File: config.mk
export PLATFORM = sky130hd
export DESIGN_NAME = uart_packet_sequencer_flat
export DESIGN_NICKNAME = d
export VERILOG_FILES = /design/src/rtl/uart_packet_sequencer_pkg.sv /design/src/rtl/uart_packet_sequencer_if.sv /design/src/rtl/uart_packet_sequencer_timer.sv /design/src/rtl/uart_packet_sequencer.sv /design/src/flat_wrapper.sv
export SDC_FILE = /design/constraint.sdc
export NUM_CORES = 1
export LEC_CHECK = 0
export CORE_MARGIN = 5
export CORE_UTILIZATION = 48
export DETAILED_ROUTE_END_ITERATION = 10
export PLACE_DENSITY = 0.78
export SYNTH_ARGS = -nofsm -noshare
export SYNTH_HDL_FRONTEND = slang
export SYNTH_SLANG_ARGS = --single-unit
File: constraint.sdc
create_clock -name clk -period 1.59 [get_ports clk]
set_input_delay 0.318 -clock clk [delete_from_list [all_inputs] [get_ports clk]]
set_output_delay 0.318 -clock clk [all_outputs]
set_load 0.01 [all_outputs]
File: src/rtl/uart_packet_sequencer_pkg.sv
// -----------------------------------------------------------------------------
// bpsk_pkg
// Shared definitions for the UART-to-BPSK packet path: the sequencer state
// encoding, the default packet length, the byte type and a helper that turns
// a packet length in bits into a whole number of bytes.
// -----------------------------------------------------------------------------
package bpsk_pkg;

    // Default packet length in bits
    localparam int PACKET_SIZE_DEFAULT = 64;

    // Saturation value of the dropped-byte counter
    localparam logic [7:0] DROP_MAX = 8'hFF;

    typedef logic [7:0] byte_t;

    typedef enum logic [2:0] {
        ST_IDLE     = 3'd0,
        ST_COLLECT  = 3'd1,
        ST_FLUSH    = 3'd2,
        ST_LAUNCH   = 3'd3,
        ST_TRANSMIT = 3'd4,
        ST_CLEAR    = 3'd5
    } seq_state_e;

    // Number of bytes needed to hold a packet of the given bit length
    function automatic int bytes_for_bits(input int bits);
        return (bits + 7) / 8;
    endfunction

endpackage

File: src/rtl/uart_packet_sequencer_if.sv
// -----------------------------------------------------------------------------
// uart_packet_sequencer_if
// Bundles the sequencer's UART receive side, modulator handshake and packet
// buffer controls.
//   rx_valid/rx_byte    : received UART byte strobe and data
//   mod_ready/mod_done  : modulator idle level and end-of-packet strobe
//   buf_write/buf_byte  : packet buffer write strobe and data
//   buf_clear           : packet buffer index clear strobe
//   pkt_start           : modulator start strobe
//   busy                : sequencer not idle
//   err_timeout         : partial packet discarded on inter-byte timeout
//   err_overrun         : byte dropped while not accepting
//   drop_count          : saturating count of dropped bytes
// Modport master is the sequencer itself, slave is its environment.
// -----------------------------------------------------------------------------
interface uart_packet_sequencer_if;
    import bpsk_pkg::*;

    logic       rx_valid;
    byte_t      rx_byte;
    logic       mod_ready;
    logic       mod_done;
    logic       buf_write;
    byte_t      buf_byte;
    logic       buf_clear;
    logic       pkt_start;
    logic       busy;
    logic       err_timeout;
    logic       err_overrun;
    logic [7:0] drop_count;

    modport master (
        input  rx_valid, rx_byte, mod_ready, mod_done,
        output buf_write, buf_byte, buf_clear, pkt_start, busy,
               err_timeout, err_overrun, drop_count
    );

    modport slave (
        output rx_valid, rx_byte, mod_ready, mod_done,
        input  buf_write, buf_byte, buf_clear, pkt_start, busy,
               err_timeout, err_overrun, drop_count
    );

endinterface

File: src/rtl/uart_packet_sequencer_timer.sv
// -----------------------------------------------------------------------------
// byte_timeout_timer
// Counts idle cycles between bytes of one packet.
//   clk, rst_n : clock and asynchronous active-low reset
//   kick       : restart the count from zero (has priority over enable)
//   enable     : count this cycle
//   expired    : counting and the count has reached BYTE_TIMEOUT-1
// -----------------------------------------------------------------------------
module byte_timeout_timer #(
    parameter int BYTE_TIMEOUT = 1000
) (
    input  logic clk,
    input  logic rst_n,
    input  logic kick,
    input  logic enable,
    output logic expired
);

    localparam int TW = $clog2(BYTE_TIMEOUT);
    localparam logic [TW-1:0] LAST = TW'(BYTE_TIMEOUT - 1);

    logic [TW-1:0] timer_q;
    logic [TW-1:0] timer_d;

    // Holding at the last value keeps the count from wrapping if the owner
    // leaves it enabled one cycle too long.
    always_comb begin
        timer_d = timer_q;
        if (kick) begin
            timer_d = '0;
        end else if (enable && (timer_q != LAST)) begin
            timer_d = timer_q + 1'b1;
        end
    end

    always_ff @(posedge clk or negedge rst_n) begin
        if (!rst_n) begin
            timer_q <= '0;
        end else begin
            timer_q <= timer_d;
        end
    end

    assign expired = enable && (timer_q == LAST);

endmodule

File: src/rtl/uart_packet_sequencer.sv
// -----------------------------------------------------------------------------
// uart_packet_sequencer
// Collects UART bytes into a packet buffer, commits the buffer with a trailing
// zero write, hands the packet to the BPSK modulator and clears the buffer
// when the modulator finishes. Partial packets are discarded when the gap
// between bytes gets too long, and bytes arriving while a packet is in flight
// are dropped and counted.
//   clk   : system clock
//   rst_n : asynchronous active-low reset
//   bus   : uart_packet_sequencer_if.master (UART, modulator, buffer signals)
// -----------------------------------------------------------------------------
module uart_packet_sequencer
    import bpsk_pkg::*;
#(
    parameter int PACKET_SIZE  = PACKET_SIZE_DEFAULT,
    parameter int BYTE_TIMEOUT = 1000
) (
    input  logic                      clk,
    input  logic                      rst_n,
    uart_packet_sequencer_if.master   bus
);

    localparam int NBYTES = bytes_for_bits(PACKET_SIZE);
    localparam int CW     = $clog2(NBYTES + 1);
    localparam logic [CW-1:0] LAST_CNT = CW'(NBYTES);

    seq_state_e  state_q, state_d;
    logic [CW-1:0] byte_cnt_q, byte_cnt_d;
    logic [7:0]  drop_count_q, drop_count_d;

    logic        rx_valid;
    logic        buf_write;
    byte_t       buf_byte;
    logic        buf_clear;
    logic        pkt_start;
    logic        err_timeout;
    logic        err_overrun;
    logic        timer_kick;
    logic        timer_en;
    logic        timer_expired;

    // The buffer write path is a combinational pass-through of rx_valid, so
    // the strobe is qualified with rst_n to keep every strobe low while reset
    // is held, even if a byte is presented at that time.
    assign rx_valid = bus.rx_valid & rst_n;

    byte_timeout_timer #(
        .BYTE_TIMEOUT (BYTE_TIMEOUT)
    ) u_timer (
        .clk     (clk),
        .rst_n   (rst_n),
        .kick    (timer_kick),
        .enable  (timer_en),
        .expired (timer_expired)
    );

    // Next-state and output decode. The timer only runs in COLLECT on cycles
    // without a byte, so a byte on the expiry cycle wins over the timeout.
    always_comb begin
        state_d      = state_q;
        byte_cnt_d   = byte_cnt_q;
        drop_count_d = drop_count_q;
        buf_write    = 1'b0;
        buf_byte     = '0;
        buf_clear    = 1'b0;
        pkt_start    = 1'b0;
        err_timeout  = 1'b0;
        err_overrun  = 1'b0;
        timer_kick   = 1'b1;
        timer_en     = 1'b0;

        case (state_q)
            ST_IDLE: begin
                if (rx_valid) begin
                    buf_write  = 1'b1;
                    buf_byte   = bus.rx_byte;
                    byte_cnt_d = CW'(1);
                    state_d    = (NBYTES == 1) ? ST_FLUSH : ST_COLLECT;
                end
            end
            ST_COLLECT: begin
                timer_kick = rx_valid;
                timer_en   = !rx_valid;
                if (rx_valid) begin
                    buf_write  = 1'b1;
                    buf_byte   = bus.rx_byte;
                    byte_cnt_d = byte_cnt_q + 1'b1;
                    if (byte_cnt_d == LAST_CNT) begin
                        state_d = ST_FLUSH;
                    end
                end else if (timer_expired) begin
                    err_timeout = 1'b1;
                    state_d     = ST_CLEAR;
                end
            end
            ST_FLUSH: begin
                // Zero write commits the collected bytes to the packet
                buf_write = 1'b1;
                buf_byte  = 8'h00;
                state_d   = ST_LAUNCH;
            end
            ST_LAUNCH: begin
                if (bus.mod_ready) begin
                    pkt_start = 1'b1;
                    state_d   = ST_TRANSMIT;
                end
            end
            ST_TRANSMIT: begin
                if (bus.mod_done) begin
                    state_d = ST_CLEAR;
                end
            end
            ST_CLEAR: begin
                buf_clear  = 1'b1;
                byte_cnt_d = '0;
                state_d    = ST_IDLE;
            end
            default: begin
                state_d = ST_IDLE;
            end
        endcase

        // Anything arriving once the packet is closed is dropped and counted
        if (rx_valid && (state_q != ST_IDLE) && (state_q != ST_COLLECT)) begin
            err_overrun = 1'b1;
            if (drop_count_q != DROP_MAX) begin
                drop_count_d = drop_count_q + 8'd1;
            end
        end
    end

    always_ff @(posedge clk or negedge rst_n) begin
        if (!rst_n) begin
            state_q      <= ST_IDLE;
            byte_cnt_q   <= '0;
            drop_count_q <= '0;
        end else begin
            state_q      <= state_d;
            byte_cnt_q   <= byte_cnt_d;
            drop_count_q <= drop_count_d;
        end
    end

    assign bus.buf_write   = buf_write;
    assign bus.buf_byte    = buf_byte;
    assign bus.buf_clear   = buf_clear;
    assign bus.pkt_start   = pkt_start;
    assign bus.busy        = (state_q != ST_IDLE);
    assign bus.err_timeout = err_timeout;
    assign bus.err_overrun = err_overrun;
    assign bus.drop_count  = drop_count_q;

endmodule

File: src/flat_wrapper.sv
// flat-port wrapper written by rule: the top's interface ports become plain ports
module uart_packet_sequencer_flat import bpsk_pkg::*;
#(
    parameter int PACKET_SIZE  = PACKET_SIZE_DEFAULT,
    parameter int BYTE_TIMEOUT = 1000
)
  (clk, rst_n, bus_rx_valid, bus_rx_byte, bus_mod_ready, bus_mod_done, bus_buf_write, bus_buf_byte, bus_buf_clear, bus_pkt_start, bus_busy, bus_err_timeout, bus_err_overrun, bus_drop_count);
  uart_packet_sequencer_if bus_i ();
  input  logic clk;
  input  logic rst_n;
  input wire logic [$bits(bus_i.rx_valid)-1:0] bus_rx_valid;
  input wire logic [$bits(bus_i.rx_byte)-1:0] bus_rx_byte;
  input wire logic [$bits(bus_i.mod_ready)-1:0] bus_mod_ready;
  input wire logic [$bits(bus_i.mod_done)-1:0] bus_mod_done;
  output wire logic [$bits(bus_i.buf_write)-1:0] bus_buf_write;
  output wire logic [$bits(bus_i.buf_byte)-1:0] bus_buf_byte;
  output wire logic [$bits(bus_i.buf_clear)-1:0] bus_buf_clear;
  output wire logic [$bits(bus_i.pkt_start)-1:0] bus_pkt_start;
  output wire logic [$bits(bus_i.busy)-1:0] bus_busy;
  output wire logic [$bits(bus_i.err_timeout)-1:0] bus_err_timeout;
  output wire logic [$bits(bus_i.err_overrun)-1:0] bus_err_overrun;
  output wire logic [$bits(bus_i.drop_count)-1:0] bus_drop_count;
  assign bus_i.rx_valid = bus_rx_valid;
  assign bus_i.rx_byte = bus_rx_byte;
  assign bus_i.mod_ready = bus_mod_ready;
  assign bus_i.mod_done = bus_mod_done;
  assign bus_buf_write = bus_i.buf_write;
  assign bus_buf_byte = bus_i.buf_byte;
  assign bus_buf_clear = bus_i.buf_clear;
  assign bus_pkt_start = bus_i.pkt_start;
  assign bus_busy = bus_i.busy;
  assign bus_err_timeout = bus_i.err_timeout;
  assign bus_err_overrun = bus_i.err_overrun;
  assign bus_drop_count = bus_i.drop_count;
  uart_packet_sequencer #(.PACKET_SIZE(PACKET_SIZE), .BYTE_TIMEOUT(BYTE_TIMEOUT)) u_core (.clk(clk), .rst_n(rst_n), .bus(bus_i));
endmodule
==> reports/qor.csv, run 1 <==
metric;value;unit
syn-cell-area;1410;µm²
wl_met2;2.322;mm
final_area;2218;µm²
finalMaxSlewViolations;0;
syn2layout_area_growth;57.32;%
cts_max_level;1;
drive_gt1_frac;0.4060;
place.gp.congestion;0.8115;
critPathLaunchType;flip-flop;
fin_setup_tns;-3.036;ns
min_period_over_period;1.146;
clock_sinks;25;
synth_nets;167;
synth_compound_area_frac;0.1118;
ys_warn_count;0;
vias;1467;
final_core_util;0.7976;
rows;19;
drt-initial-drc-count;100;
grt_pass1_wl;6.589;mm
wirelength;4.281;mm
grt_pass1_vias;1469;
synthMuxAreaShare;0.03904;
wl_per_cell;16.15;µm
maxCapViolCount;0;
numCtsBuffers;3;
die_x;64.20;µm
vias_per_cell;5.536;
cp.arrival;1.50;ns
ys_types;39;
postRouteAntennaNets;0;
ys_seq_area_frac;0.4437;
cts_buffer_depth;2;
nFillCells;176;
finalHoldViolCount;0;
crit_required;1.27;ns
grt.overflow.total;0;
antenna_found_initial;0;
power.density;1163;nW/µm²
max_freq;0.5487;GHz
outcome;finished, violations left;
cp_max_fo;3;
mostFrequentLayoutCell;buf_4;
path_clk_slew;0.13;ns
grtUsageTotal;0.1959;
n_antenna_cell;0;
final_nets;251;
holdBufCountCts;0;
setup_slack;-0.2325;ns
path_class;reg -> out;
violations;negative setup slack;
grt_setup_unrepaired;true;
synth_edf_count;0;
synth_seq_cells;25;
end_kind;output pin;
synth_top_family_by_area;simple AND/OR/NAND/NOR gates;
met3_length;170;µm
power.leakage;1.142;nW
multi_input_area;819.5;µm²
synth_simple_gate_area_share;0.2839;
dpl_cell_area;1984;µm²
clockRootBuffer;clkbuf_4;
io_buffers;34;
syn_inst;151;
dieArea;4122;µm²
worstMarginPinSlew;0.3156;ns
finalSetupViolCount;17;
grt_max_degree;19;
routed.top_layer;met4;
ios;35;
avgSynthCellArea;9.338;µm²
ir_drop;1080;µV
fin_skew;0.007879;ns
hold_path_class;in -> async;
synth_xor_area_frac;0.06832;
maxSlewHeadroom;0.7889;
cts_tree;done;
synth-adder-area-share;0.02662;
start_util;0.5070;
drc;0;
wl_met1;1.699;mm
core;2781;µm²
regArea;626.9;µm²
hpwl;2.789;mm
first_pass_iters;4;
async_reset_ff_frac;1.000;
ys.flop_type;dfrtp_1;
clkLatencyLatePin;0.31;ns
period_minus_slack;1.822;ns
final_cell_mix;buf_4, dfrtp_1, nand2_1, nor2_1, buf_2;
dieHeight;64.20;µm
stage by stage:
| stage | hold WS [ns] | cells | worst slack, ns | power (W) |
|---|---|---|---|---|
| floorplan | 0.02241 | 151 | 0.02890 | 0.001532 |
| global placement | 0.5186 | 241 | -0.7054 | 0.002006 |
| detailed placement | 0.5184 | 241 | -0.7755 | 0.002064 |
| CTS | 0.1155 | 258 | -0.2365 | 0.002476 |
| global route | 0.1333 | 265 | -0.3414 | 0.002765 |
| finish | 0.1405 | 265 | -0.2325 | 0.002579 |
critical path, stage by stage (launching register included):
cell,delay (ns)
dfrtp_1,0.43
nand3b_1,0.22
buf_4,0.17
buf_6,0.11
a21oi_2,0.11
buf_2,0.15
synthesized netlist by cell type (all sizes together), types with 4 or more instances:
cell type	count	area, µm²
inv	4	15.01
nor2	17	66.32
nand2b	4	25.02
and2	9	56.30
xnor2	7	61.31
a21oi	7	35.03
xor2	4	35.03
dfrtp	25	625.6
mux2	4	45.04
nand3	6	30.03
nor3	6	30.03
nand2	15	56.30
o21ai	6	30.02
nor2b	4	25.02
final timing paths:
check	cells after the start	start	end	slack, ns
setup / recovery	5	u_core.state_q[1]	bus_buf_write	-0.23
hold / removal	2	rst_n	u_core.state_q[1]	0.14
setup reg to reg	7	u_core.state_q[1]	u_core.bus.drop_count[6]	-0.16
hold reg to reg	1	u_core.bus.drop_count[6]	u_core.bus.drop_count[6]	0.56
max in group asynchronous	2	rst_n	u_core.bus.drop_count[3]	1.18
min in group clk	1	u_core.bus.drop_count[6]	u_core.bus.drop_count[6]	0.56
kinds of logic (layout without fill, tap and decap cells):
kind of cell,Yosys count,after routing
fa+ha+maj,3,3
simple gates,74,74
flops,25,25
mux,5,5
buf+inv,8,91
xor+xnor,11,11
compound gates,25,25
flip-flops by register name, summed over array words and instances (netlist names):
| register | count |
|---|---|
| u_core.u_timer.timer_q | 10 |
| u_core.state_q | 3 |
| u_core.byte_cnt_q | 4 |
| u_core.bus.drop_count | 8 |
layout make-up:
class,instances,share of cell area
multi-input cells,118,0.3694
repair buffers,83,0.3113
flip-flops and latches,25,0.2826
well taps,31,0.01748
clock buffers,3,0.01015
inverters,4,0.006768
clock inverters,1,0.002256
routing by layer:
metal | up-vias | track usage
met1 | 719 | 0.2312
met4 | 0 | 0.08142
met5 | - | 0
met2 | 44 | 0.3405
met3 | 10 | 0.04378
li1 | 694 | -
repair_timing:
item,4_1_cts,5_1_grt
buffers inserted,13,7
resized for setup,70,28
setup endpoints to repair,26,27
pin swaps,7,11
gates cloned,1,0
report_power, final:
part / internal, W / switching, W / total (W)
logic: 0.000727 / 0.000633 / 0.00136
clock network: 0.0000940 / 0.000183 / 0.000277
registers: 0.000786 / 0.000157 / 0.000942
(Power assumes the default switching activity.)
==> inputs of run 2 (changes only) <==
--- a/config.mk
+++ b/config.mk
@@ -8,7 +8,7 @@
 export CORE_MARGIN = 5
 export CORE_UTILIZATION = 48
 export DETAILED_ROUTE_END_ITERATION = 10
-export PLACE_DENSITY = 0.78
+export PLACE_DENSITY = 0.86
 export SYNTH_ARGS = -nofsm -noshare
 export SYNTH_HDL_FRONTEND = slang
 export SYNTH_SLANG_ARGS = --single-unit
==> run 2 against run 1 <==
Against the previous run: the flow still finishes with violations (negative setup slack); clock-buffer cell count is the same; clock power grew 19%; first-iteration DRC count rose by 80%; routed wire length up 28%; critical path depth unchanged; register-to-register slack is essentially flat; global-route usage grew 4.4 points; clock skew rose by 0.0077 ns; setup slack worse by 0.066 ns; combinational power rose by 15%; fmax decreased by 3.5%; highest routed layer unchanged.
==> reports/qor.csv, run 2 (same netlist as run 1, synthesis figures left out) <==
metric;value;unit;change
end_kind;output pin;;unchanged
r2r_slack;-0.16;ns;about the same
fin_skew;0.01559;ns;was 0.007879 ns
wl_per_cell;20.73;µm;was 16.15 µm
grt.overflow.total;0;;unchanged
io_buffers;34;;unchanged
ios;35;;unchanged
final_area;2338;µm²;was 2218 µm²
core;2781;µm²;unchanged
power.leakage;1.143;nW;was 1.142 nW
maxSlewHeadroom;0.7867;;was 0.7889
n_antenna_cell;0;;unchanged
clock_sinks;25;;unchanged
clockRootBuffer;clkbuf_4;;unchanged
numPlacedInstances;243;;was 241
reg2reg_from;u_core.state_q[1];;unchanged
finalMaxSlewViolations;0;;unchanged
grtUsageTotal;0.2397;;was 0.1959
place.gp.congestion;0.8615;;was 0.8115
die_x;64.20;µm;unchanged
maxCapViolCount;0;;unchanged
drc;0;;unchanged
setup_slack;-0.2982;ns;was -0.2325 ns
regMostFlops;u_core.u_timer.timer_q;;unchanged
violations;negative setup slack;;unchanged
critPathLaunchType;flip-flop;;unchanged
holdWs;0.05542;ns;was 0.1405 ns
cp.depth;5;;unchanged
cp_max_fo;5;;was 3
worstMarginPinSlew;0.3174;ns;was 0.3156 ns
ir_drop;1287;µV;was 1080 µV
start_util;0.5070;;unchanged
path_class;reg -> out;;unchanged
final_cell_mix;buf_4, dfrtp_1, buf_6, nor2_1, nand2_1;;was buf_4, dfrtp_1, nand2_1, nor2_1, buf_2
grt_pass1_vias;1666;;was 1469
final-instance-count-excl-fill;265;;unchanged
grt_max_degree;25;;was 19
mostFrequentLayoutCell;buf_4;;unchanged
drive_gt1_frac;0.4530;;was 0.4060
period_minus_slack;1.888;ns;was 1.822 ns
slowest_delay;0.43;ns;about the same
numCtsBuffers;3;;unchanged
dieHeight;64.20;µm;unchanged
power.density;1210;nW/µm²;was 1163 nW/µm²
rr_worst_depth;7;;unchanged
antenna_found_initial;0;;unchanged
dpl_cell_area;1999;µm²;was 1984 µm²
cts_buffer_depth;2;;unchanged
hpwl;2.937;mm;was 2.789 mm
drt-initial-drc-count;180;;was 100
r2r-end;u_core.bus.drop_count[7];;was u_core.bus.drop_count[6]
vias_per_cell;6.219;;was 5.536
path_clk_slew;0.15;ns;was 0.13 ns
path_cells;nand3b_1 -> nor2_2 -> buf_6 -> and2_1 -> buf_2;;was nand3b_1 -> buf_4 -> buf_6 -> a21oi_2 -> buf_2
max_freq;0.5296;GHz;was 0.5487 GHz
finalHoldViolCount;0;;unchanged
postRouteAntennaNets;0;;unchanged
crit_required;1.27;ns;about the same
cts_max_level;1;;unchanged
crit_buf_inv;2;;was 3
top_usage_layer;met2;;unchanged
dieArea;4122;µm²;unchanged
critPathSlowestCell;dfrtp_1;;unchanged
grt_pass1_wl;7.859;mm;was 6.589 mm
rows;19;;unchanged
cts_tree;done;;unchanged
cp.arrival;1.57;ns;was 1.50 ns
clkLatencyLatePin;0.34;ns;was 0.31 ns
finalSetupViolCount;19;;was 17
grt_setup_unrepaired;true;;unchanged
critPathTopFamily;simple AND/OR/NAND/NOR gates;;was buffers and inverters
hold_path_class;in -> async;;unchanged
outcome;finished, violations left;;unchanged
globalRouteMet2Util;0.4334;;was 0.3405
met3_usage;0.03678;;was 0.04378
syn2layout_area_growth;65.84;%;was 57.32%
vias;1648;;was 1467
largest_reg_flops;10;;unchanged
grt_util_met1;0.2790;;was 0.2312
first_pass_iters;5;;was 4
holdBufCountCts;0;;unchanged
min_period_over_period;1.188;;was 1.146
final_nets;251;;unchanged
wirelength;5.494;mm;was 4.281 mm
[run 2: cell count changes in the layout (fill, tap and decap cells not counted), sizes merged]
cell and change:
clkinv -1, dlygate4sd2 +3, dlymetal6s2s -3, inv +1
[run 2: where the power goes]
part | internal [W] | leakage (nW) | switching, W
registers | 0.000785 | 0.331 | 0.000153
logic | 0.000776 | 0.794 | 0.000786
clock network | 0.000103 | 0.0183 | 0.000228
[run 2: final cells by class]
class                   instances  area (µm²)
clock buffers                   3       22.52
clock inverters                 1       8.758
fillers                       123       442.9
inverters                       4       15.01
multi-input cells             118       892.1
flip-flops and latches         25       626.9
well taps                      31       38.79
repair buffers                 83       734.5
[run 2: repair_timing]
| action | in CTS | in global routing |
|---|---|---|
| endpoints found under the setup margin | 29 | 25 |
| endpoints found under the hold margin | 0 | 0 |
| cloned | 1 | 0 |
| buffers inserted | 13 | 4 |
| pin swaps | 13 | 9 |
| gates resized for setup | 93 | 32 |
[run 2: stage by stage]
| stage | setup slack, ns | setup TNS [ns] | power [W] | utilization |
|---|---|---|---|---|
| 3_5_place_dp | -0.6972 | -12.58 | 0.002074 | 0.7188 |
| 4_1_cts | -0.2422 | -2.508 | 0.002556 | 0.7827 |
| 2_1_floorplan | 0.02890 | 0 | 0.001532 | - |
| 5_1_grt | -0.3856 | -4.495 | 0.002980 | 0.8408 |
| 6_report | -0.2982 | -3.276 | 0.002830 | 0.8408 |
| 3_3_place_gp | -0.6985 | -11.45 | 0.001997 | 0.7188 |
[run 2: metal layers]
layer,vias up,share of wire
met4,0,0.047
met3,30,0.074
met1,791,0.37
met2,130,0.51
met5,-,0
li1,697,-
[run 2: worst max path at each step]
stage / end / start
4_1_cts: bus_buf_byte[4] / u_core.state_q[1]
3_5_place_dp: bus_err_timeout / rst_n
2_1_floorplan: bus_err_timeout / u_core.u_timer.timer_q[0]
6_report: bus_buf_byte[3] / u_core.state_q[1]
3_3_place_gp: bus_err_timeout / rst_n
5_1_grt: bus_buf_byte[3] / u_core.state_q[1]
[run 2: worst reg2reg max path: stages (launching register included)]
cell and delay [ns]:
dfrtp_1 0.40, buf_6 0.11, buf_8 0.11, o211a_4 0.21, buf_6 0.10, nand4_1 0.20, nor2b_2 0.23, mux2_4 0.32
